**config.mk**
```make
export PLATFORM = sky130hd
export DESIGN_NAME = ewb_mem_arbiter
export DESIGN_NICKNAME = d
export VERILOG_FILES = /design/src/rtl/rv32i_types.sv /design/src/rtl/ewb_mem_arbiter.sv
export SDC_FILE = /design/constraint.sdc
export NUM_CORES = 1
export LEC_CHECK = 0
export BUFFER_PORTS_ARGS = -buffer_cell sky130_fd_sc_hd__buf_2
export CAP_MARGIN = 40
export CORE_AREA = 2 2 554 556
export CTS_CLUSTER_DIAMETER = 60
export CTS_CLUSTER_SIZE = 16
export DETAILED_ROUTE_END_ITERATION = 8
export DIE_AREA = 0 0 556 558
export GPL_ROUTABILITY_DRIVEN = 0
export HOLD_SLACK_MARGIN = 0.05
export SYNTH_ARGS = -nofsm -noshare
export SYNTH_HDL_FRONTEND = slang
export SYNTH_SLANG_ARGS = --single-unit
```
**constraint.sdc**
```tcl
create_clock -name clk -period 2.16 [get_ports clk]
set_clock_uncertainty 0.1 [all_clocks]
set_input_delay 0.108 -clock clk [delete_from_list [all_inputs] [get_ports clk]]
set_output_delay 0.108 -clock clk [all_outputs]
set_load 0.03 [all_outputs]
```
**src/rtl/rv32i_types.sv**
```systemverilog
// Shared types and constants for the L2 eviction write buffer / pmem arbiter.
package rv32i_types;

    // Arbiter FSM states.
    typedef enum logic [2:0] {
        IDLE  = 3'd0,
        CHECK = 3'd1,
        FWD   = 3'd2,
        READ  = 3'd3,
        WRITE = 3'd4
    } arb_state_t;

    // A cacheline is 32 bytes, so the low five address bits are the byte offset.
    localparam int LINE_OFFSET = 5;
    localparam int TAG_W       = 32 - LINE_OFFSET;

    // Line-aligned pmem address built from a line tag.
    function automatic logic [31:0] line_addr(input logic [TAG_W-1:0] tag);
        return {tag, {LINE_OFFSET{1'b0}}};
    endfunction

endpackage

```
**src/rtl/ewb_mem_arbiter.sv**
```systemverilog
// Arbitrates the single pmem port between L2 read misses and EWB drains,
// forwarding read misses straight from the EWB when the line is still queued.
//
// Handshakes: l2_read is a level request held until the one-cycle l2_resp;
// pmem_read/pmem_write are level requests held until the one-cycle pmem_resp;
// ewb_yumi is a one-cycle dequeue of the current EWB head, issued only in the
// cycle its write completes, so the head stays visible to lookups until then.
module ewb_mem_arbiter
    import rv32i_types::*;
#(
    parameter int WIDTH           = 256,
    parameter int MAX_READ_STREAK = 4,
    parameter int STREAK_W        = 3
) (
    input  logic             clk,
    input  logic             rst,

    // L2 cache controller
    input  logic             l2_read,
    input  logic [31:0]      l2_address,
    output logic [WIDTH-1:0] l2_rdata,
    output logic             l2_resp,

    // Eviction write buffer
    input  logic             ewb_empty,
    input  logic             ewb_full,
    input  logic [WIDTH-1:0] ewb_head_data,
    input  logic [31:0]      ewb_head_addr,
    output logic             ewb_yumi,
    output logic             ewb_tag_check,
    output logic [TAG_W-1:0] ewb_tag,
    input  logic             ewb_hit,
    input  logic [WIDTH-1:0] ewb_hit_data,

    // Physical memory / cacheline adaptor
    output logic             pmem_read,
    output logic             pmem_write,
    output logic [31:0]      pmem_address,
    output logic [WIDTH-1:0] pmem_wdata,
    input  logic [WIDTH-1:0] pmem_rdata,
    input  logic             pmem_resp,

    // Current FSM state, for observation only
    output arb_state_t       state_dbg
);

    localparam logic [STREAK_W-1:0] STREAK_MAX = STREAK_W'(MAX_READ_STREAK);

    arb_state_t          state;
    arb_state_t          next_state;
    logic [TAG_W-1:0]    tag_q;
    logic [WIDTH-1:0]    hit_data_q;
    logic [STREAK_W-1:0] streak_q;
    logic                pending_rd_q;
    logic                miss_drain;

    // Byte-offset bits never reach pmem; they are deliberately dropped.
    logic unused_offset_bits;
    assign unused_offset_bits = ^{l2_address[LINE_OFFSET-1:0],
                                  ewb_head_addr[LINE_OFFSET-1:0]};

    // A miss must drain first when the EWB is full, or when reads have
    // starved a non-empty EWB for the allowed number of consecutive reads.
    assign miss_drain = ewb_full || ((streak_q == STREAK_MAX) && !ewb_empty);

    assign state_dbg = state;

    // State register; reset drops any in-flight pmem request immediately.
    always_ff @(posedge clk or negedge rst) begin
        if (!rst) begin
            state <= IDLE;
        end else begin
            state <= next_state;
        end
    end

    // Next-state and output decode; every output is zero unless its state drives it.
    always_comb begin
        next_state    = state;
        l2_rdata      = '0;
        l2_resp       = 1'b0;
        ewb_yumi      = 1'b0;
        ewb_tag_check = 1'b0;
        ewb_tag       = '0;
        pmem_read     = 1'b0;
        pmem_write    = 1'b0;
        pmem_address  = '0;
        pmem_wdata    = '0;

        unique case (state)
            IDLE: begin
                // Reads win over drains when both are possible.
                if (l2_read) begin
                    next_state = CHECK;
                end else if (!ewb_empty) begin
                    next_state = WRITE;
                end
            end

            CHECK: begin
                ewb_tag_check = 1'b1;
                ewb_tag       = tag_q;
                if (ewb_hit) begin
                    next_state = FWD;
                end else if (miss_drain) begin
                    next_state = WRITE;
                end else begin
                    next_state = READ;
                end
            end

            FWD: begin
                l2_resp    = 1'b1;
                l2_rdata   = hit_data_q;
                next_state = IDLE;
            end

            READ: begin
                pmem_read    = 1'b1;
                pmem_address = line_addr(tag_q);
                if (pmem_resp) begin
                    l2_resp    = 1'b1;
                    l2_rdata   = pmem_rdata;
                    next_state = IDLE;
                end
            end

            WRITE: begin
                pmem_write   = 1'b1;
                pmem_address = line_addr(ewb_head_addr[31:LINE_OFFSET]);
                pmem_wdata   = ewb_head_data;
                if (pmem_resp) begin
                    // Never dequeue from an empty buffer.
                    ewb_yumi = !ewb_empty;
                    // A deferred miss must look up again: another queued
                    // entry may still hold its line.
                    next_state = pending_rd_q ? CHECK : IDLE;
                end
            end

            default: begin
                next_state = IDLE;
            end
        endcase
    end

    // Request tag, forwarded hit line and deferred-read flag.
    always_ff @(posedge clk or negedge rst) begin
        if (!rst) begin
            tag_q        <= '0;
            hit_data_q   <= '0;
            pending_rd_q <= 1'b0;
        end else begin
            unique case (state)
                IDLE: begin
                    if (l2_read) begin
                        tag_q <= l2_address[31:LINE_OFFSET];
                    end
                end
                CHECK: begin
                    if (ewb_hit) begin
                        hit_data_q <= ewb_hit_data;
                    end else if (miss_drain) begin
                        pending_rd_q <= 1'b1;
                    end
                end
                WRITE: begin
                    if (pmem_resp && pending_rd_q) begin
                        pending_rd_q <= 1'b0;
                    end
                end
                default: begin
                end
            endcase
        end
    end

    // Consecutive pmem reads taken while the EWB holds data; any drain clears it.
    always_ff @(posedge clk or negedge rst) begin
        if (!rst) begin
            streak_q <= '0;
        end else if ((state == READ) && pmem_resp) begin
            if (ewb_empty) begin
                streak_q <= '0;
            end else if (streak_q != STREAK_MAX) begin
                streak_q <= streak_q + 1'b1;
            end
        end else if ((state == WRITE) && pmem_resp) begin
            streak_q <= '0;
        end
    end

endmodule
```
==> Word level (Yosys, flattened, before mapping) <==
Cells that the tools add are included.
{ "word_totals": {"regBits": 290, "elab_cells": 61, "in_bits": 839, "output_inout_bits": 579} }
{ "classes": {"addsub": 1, "n_reduce_logical": 14, "n_mux": 28, "eq_ne": 13} }
{ "op_table": {"columns": ["op", "count"], "rows": [
  ["256-bit two-way mux", 2],
  ["256-bit one-hot mux with 2 select lines", 1],
  ["32-bit one-hot mux with 2 select lines", 1],
  ["3-bit two-way mux", 10],
  ["27-bit two-way mux", 1],
  ["3-bit one-hot mux with 4 select lines", 1],
  ["1-bit two-way mux", 10],
  ["2-bit inequality test, second input constant", 5],
  ["3-bit by 2-bit == test with 1-bit output, second input constant", 2],
  ["3-bit == test, second input constant", 2],
  ["3-bit inequality test, second input constant", 2],
  ["2-bit AND reduction", 3],
  ["1-bit logical AND", 4],
  ["1-bit one-hot mux with 2 select lines", 2],
  ["4-bit AND reduction", 1],
  ["2-bit nonzero test", 2],
  ["3-bit by 1-bit adder with 3-bit output, second input constant", 1],
  ["3-bit by 1-bit == test with 1-bit output, second input constant", 1],
  ["3-bit zero test", 1],
  ["3-bit by 2-bit inequality test with 1-bit output, second input constant", 1],
  ["3-bit AND reduction", 1],
  ["1-bit zero test", 1],
  ["1-bit logical OR", 1]
]} }

==> Depth between registers and ports, before layout <==
{ "depth": {"depth_word": 6, "mapped_depth": 7, "depth_no_buf": 6} }

==> Worst setup path after synthesis <==
Ideal clock, no wire load.
{ "synth_timing": {"path_type": "flip-flop to output port", "startpoint": "reg state[0] (netlist: state_dbg[0])", "endpoint": "out pmem_address[22]", "t_required_ns": 1.952, "arrival_time_ns": 1.831, "stages_incl_launch_ff": 5, "setup_slack_ns": 0.121, "cell_sequence": "dfrtp_1 > buf_2 > nor3b_4 > buf_2 > a22o_1"} }
{ "synth_via": {"elab_chain_len": 2} }
{ "synth_lines": {"columns": ["element", "line_no", "rtl"], "rows": [
  ["from (decl)", "ewb_mem_arbiter.sv:49", "arb_state_t state;"],
  ["from (signal assigned)", "ewb_mem_arbiter.sv:73", "state <= next_state;"],
  ["3-bit == test / 3-bit by 2-bit == test with 1-bit output (equally long branches)", "ewb_mem_arbiter.sv:90", "unique case (state)"],
  ["32-bit one-hot mux with 2 select lines *", "ewb_mem_arbiter.sv:90", null],
  ["to (decl)", "ewb_mem_arbiter.sv:38", "output logic [31:0] pmem_address,"]
]} }
Every way passes the cells marked *; elsewhere a longest branch is shown, timed or not.

==> Worst setup path after layout <==
{ "layout_timing": {"startpoint": "reg state[2] (netlist: state_dbg[2])", "endpoint": "out l2_rdata[44]"} }
{ "layout_via": {"elab_chain_len": 2} }
{ "layout_lines": {"columns": ["element", "line_no", "rtl"], "rows": [
  ["3-bit by 2-bit == test with 1-bit output", "ewb_mem_arbiter.sv:90", null],
  ["256-bit one-hot mux with 2 select lines *", "ewb_mem_arbiter.sv:90", null],
  ["to (decl)", "ewb_mem_arbiter.sv:21", "output logic [WIDTH-1:0] l2_rdata,"]
]} }
Marks and branches as above.

==> flow_summary_export.csv <==
group,metric,value,unit
routing,detail_route.wl_per_cell,32.14,um
outcome,status,"complete, but fails checks",
timing,post-route-period-util,130.0,%
global_route,grt_usage,14.55,%
clocking,cts.path.max_buffers,3,
setup_path,regToRegSetupSlack,-0.11,ns
clocking,cts_buffers,44,
layout,drive_gt1_share,59.15,%
layout,mostFrequentLayoutCell,"buf_2",
clocking,clockRootBuffer,"clkbuf_16",
timing,relSlewSlack,57.01,%
timing,finalMaxSlewViolations,0,
clocking,ctsHtreeMaxLevel,2,
die,die_w,556,um
routing,ant_nets,0,
setup_path,reg2reg_from,"state_dbg[0]",
setup_path,crit_arrival,2.60,ns
global_route,grt_pass1_wl,276.7,mm
clocking,tritoncts,"built",
worst_hold_path,min_path_type,"input pin to flop",
die,ios,1418,
outcome,violations,"setup timing",
place,place_hpwl,204.2,mm
timing,finalWorstSetupSlack,-0.6479,ns
global_route,grt_pass1_vias,20650,
setup_path,r2r-end,"streak_q[2]",
setup_path,end_kind,"output port",
layout,nets,4087,
logic_synthesis,netlist-cell-type-count,38,
run,maxCapViolCount,0,
logic_synthesis,syn_area,0.01681,mm2
setup_path,crit_type,"flop to output port",
setup_path,setup.worst_path.end,"l2_rdata[44]",
global_route,grt_overflow,0,
setup_path,required,1.95,ns
timing,fin_crit,2.808,ns
global_route,grt_max_degree,83,
die,rows,203,
global_route,antenna_found_initial,355,
die,dieArea,0.3102,mm2
layout,syn2layout_area_growth,139.2,%
power_and_ir_drop,p_leak,17.97,nW
setup_path,reg2reg_depth,7,
power_and_ir_drop,powerDensity,1142,mW/mm2
logic_synthesis,syn_avg_cell_area,12.71,um2
logic_synthesis,ys_seq_area_share,43.17,%
power_and_ir_drop,finalPower,0.04590,W
setup_path,worstPathMaxFanout,39,
setup_path,start_kind,"flop",
timing,tightest_slew,0.6449,ns
layout,fillerInstances,34240,
routing,via_per_inst,2.993,
layout,fin_util,13.20,%
setup_path,crit_start,"state_dbg[2]",
die,start_util,5.519,%
routing,drtIter0Drc,1489,
power_and_ir_drop,peakVddDrop,0.7624,mV
clocking,cts_sinks,290,
clocking,insertion_delay,0.69,ns
timing,hold_viol_final,0,
timing,tns,-277.00,ns
clocking,clk_pin_slew,0.06,ns
routing,remaining_drc_errors,0,
layout,most-common-layout-cells,"buf_2 (1109), dlygate4sd3_1 (455), dfrtp_1 (287), a22o_1 (268), and2_1 (254)",
die,core-area,0.3045,mm2
logic_synthesis,ys_seq_elements,290,
routing,vias,22250,
timing,rsz0062_at_grt,"yes",
die,die_h,558,um
place,port_buffers,1402,
timing,max_freq,356.1,MHz
logic_synthesis,yosys_warnings,0,
timing,setup_viol,573,
routing,wl,239.0,mm
routing,drt-pass1-iter-count,6,
logic_synthesis,synthCells,1322,
sequential cells by signal, summed over array words and instances (netlist names):
name and flops:
pending_rd_q 1, state_dbg 3, tag_q 27, hit_data_q 256, streak_q 3
worst min path at each step:
stage                                 from              end  depth (start not counted)  slack (ns)
after floorplan                        rst    hit_data_q[0]                          0       -0.29
after global placement                 rst  hit_data_q[130]                          1       -0.07
after detailed placement               rst  hit_data_q[130]                          1       -0.07
after CTS                 ewb_hit_data[21]   hit_data_q[21]                          3        0.05
after global routing      ewb_hit_data[25]   hit_data_q[25]                          3        0.09
final                     ewb_hit_data[21]   hit_data_q[21]                          3        0.13
cell type report:
type	instances	area [um2]	share of cell area, %
clock buffer	47	1165	2.898
multi-input combinational	898	8761	21.79
antenna	158	395.4	0.9835
tap	3997	5001	12.44
inverter	4	17.52	0.04357
sequential	290	7261	18.06
clock inverter	33	475.5	1.183
timing repair buffer	2008	17130	42.60
kinds of logic (layout without fill, tap and decap cells):
logic type	after synthesis	in the layout	synth area share, %
AOI/OAI and AO/OA	294	294	15.22
adders and majority gates	2	2	0.1489
buffers and inverters	138	2092	6.163
DFF	290	290	43.17
muxes	283	283	23.43
other	1	163	0.02231
and+or+nand+nor	314	314	11.85
stage by stage:
stage	hold slack (ns)	setup WS (ns)	instance area, um2	std cells
2_1_floorplan	-0.2876	0.1205	16820	1326
6_report	0.1255	-0.6479	40200	7435
3_5_place_dp	-0.07469	-0.001206	31680	6691
3_3_place_gp	-0.07301	0.01506	31680	6691
4_1_cts	0.05209	-0.7091	39220	7266
5_1_grt	0.08984	-0.7272	40070	7381
repair_timing:
item / 4_1_cts / 5_1_grt
hold buffers: 456 / 0
setup buffers: 24 / 5
gates cloned: 15 / 8
pin swaps: 18 / 13
endpoints found under the hold margin: 580 / 0
endpoints found under the setup margin: 571 / 589
gates resized for setup: 196 / 162
where the power goes:
| part | internal [W] | switching [W] |
|---|---|---|
| sequential | 0.00815 | 0.00399 |
| combinational | 0.0122 | 0.0133 |
| clock | 0.00460 | 0.00368 |
| total | 0.0249 | 0.0210 |
metal layers:
metal,vias up,track usage (%),part of all wire [%]
li1,8893,-,-
met1,10380,13.93,33
met2,1930,22.41,44
met3,831,10.13,16
met4,224,9.206,7.1
met5,-,2.115,0.87
cells in the mapped netlist (all sizes together):
| cell | number | area [um2] |
|---|---|---|
| a21oi | 3 | 15.01 |
| a22o | 283 | 2479 |
| a22oi | 1 | 7.510 |
| a31oi | 1 | 6.260 |
| a32o | 1 | 10.01 |
| a32oi | 1 | 8.760 |
| and2 | 284 | 1777 |
| and4b | 1 | 10.01 |
| buf | 98 | 885.8 |
| clkbuf | 36 | 135.1 |
| conb | 1 | 3.750 |
| dfrtp | 290 | 7257 |
| ha | 2 | 25.02 |
| inv | 4 | 15.01 |
| mux2 | 283 | 3938 |
| nand2 | 6 | 22.52 |
| nand2b | 2 | 12.51 |
| nand3 | 4 | 20.02 |
| nand3b | 3 | 22.52 |
| nand4b | 1 | 8.760 |
| nand4bb | 1 | 11.26 |
| nor2 | 5 | 18.77 |
| nor3 | 1 | 10.01 |
| nor3b | 4 | 57.56 |
| nor4 | 1 | 6.260 |
| nor4b | 1 | 15.01 |
| o21a | 1 | 7.510 |
| o21bai | 1 | 7.510 |
| o2bb2ai | 1 | 8.760 |
| o31ai | 1 | 7.510 |
critical path, stage by stage, from the launching register on:
cell and delay [ns]:
dfrtp_2 0.42, buf_6 0.14, and4b_4 0.37, buf_16 0.22, buf_16 0.24, a22o_1 0.16
buf_2 0.21
(Power assumes the default switching activity.)
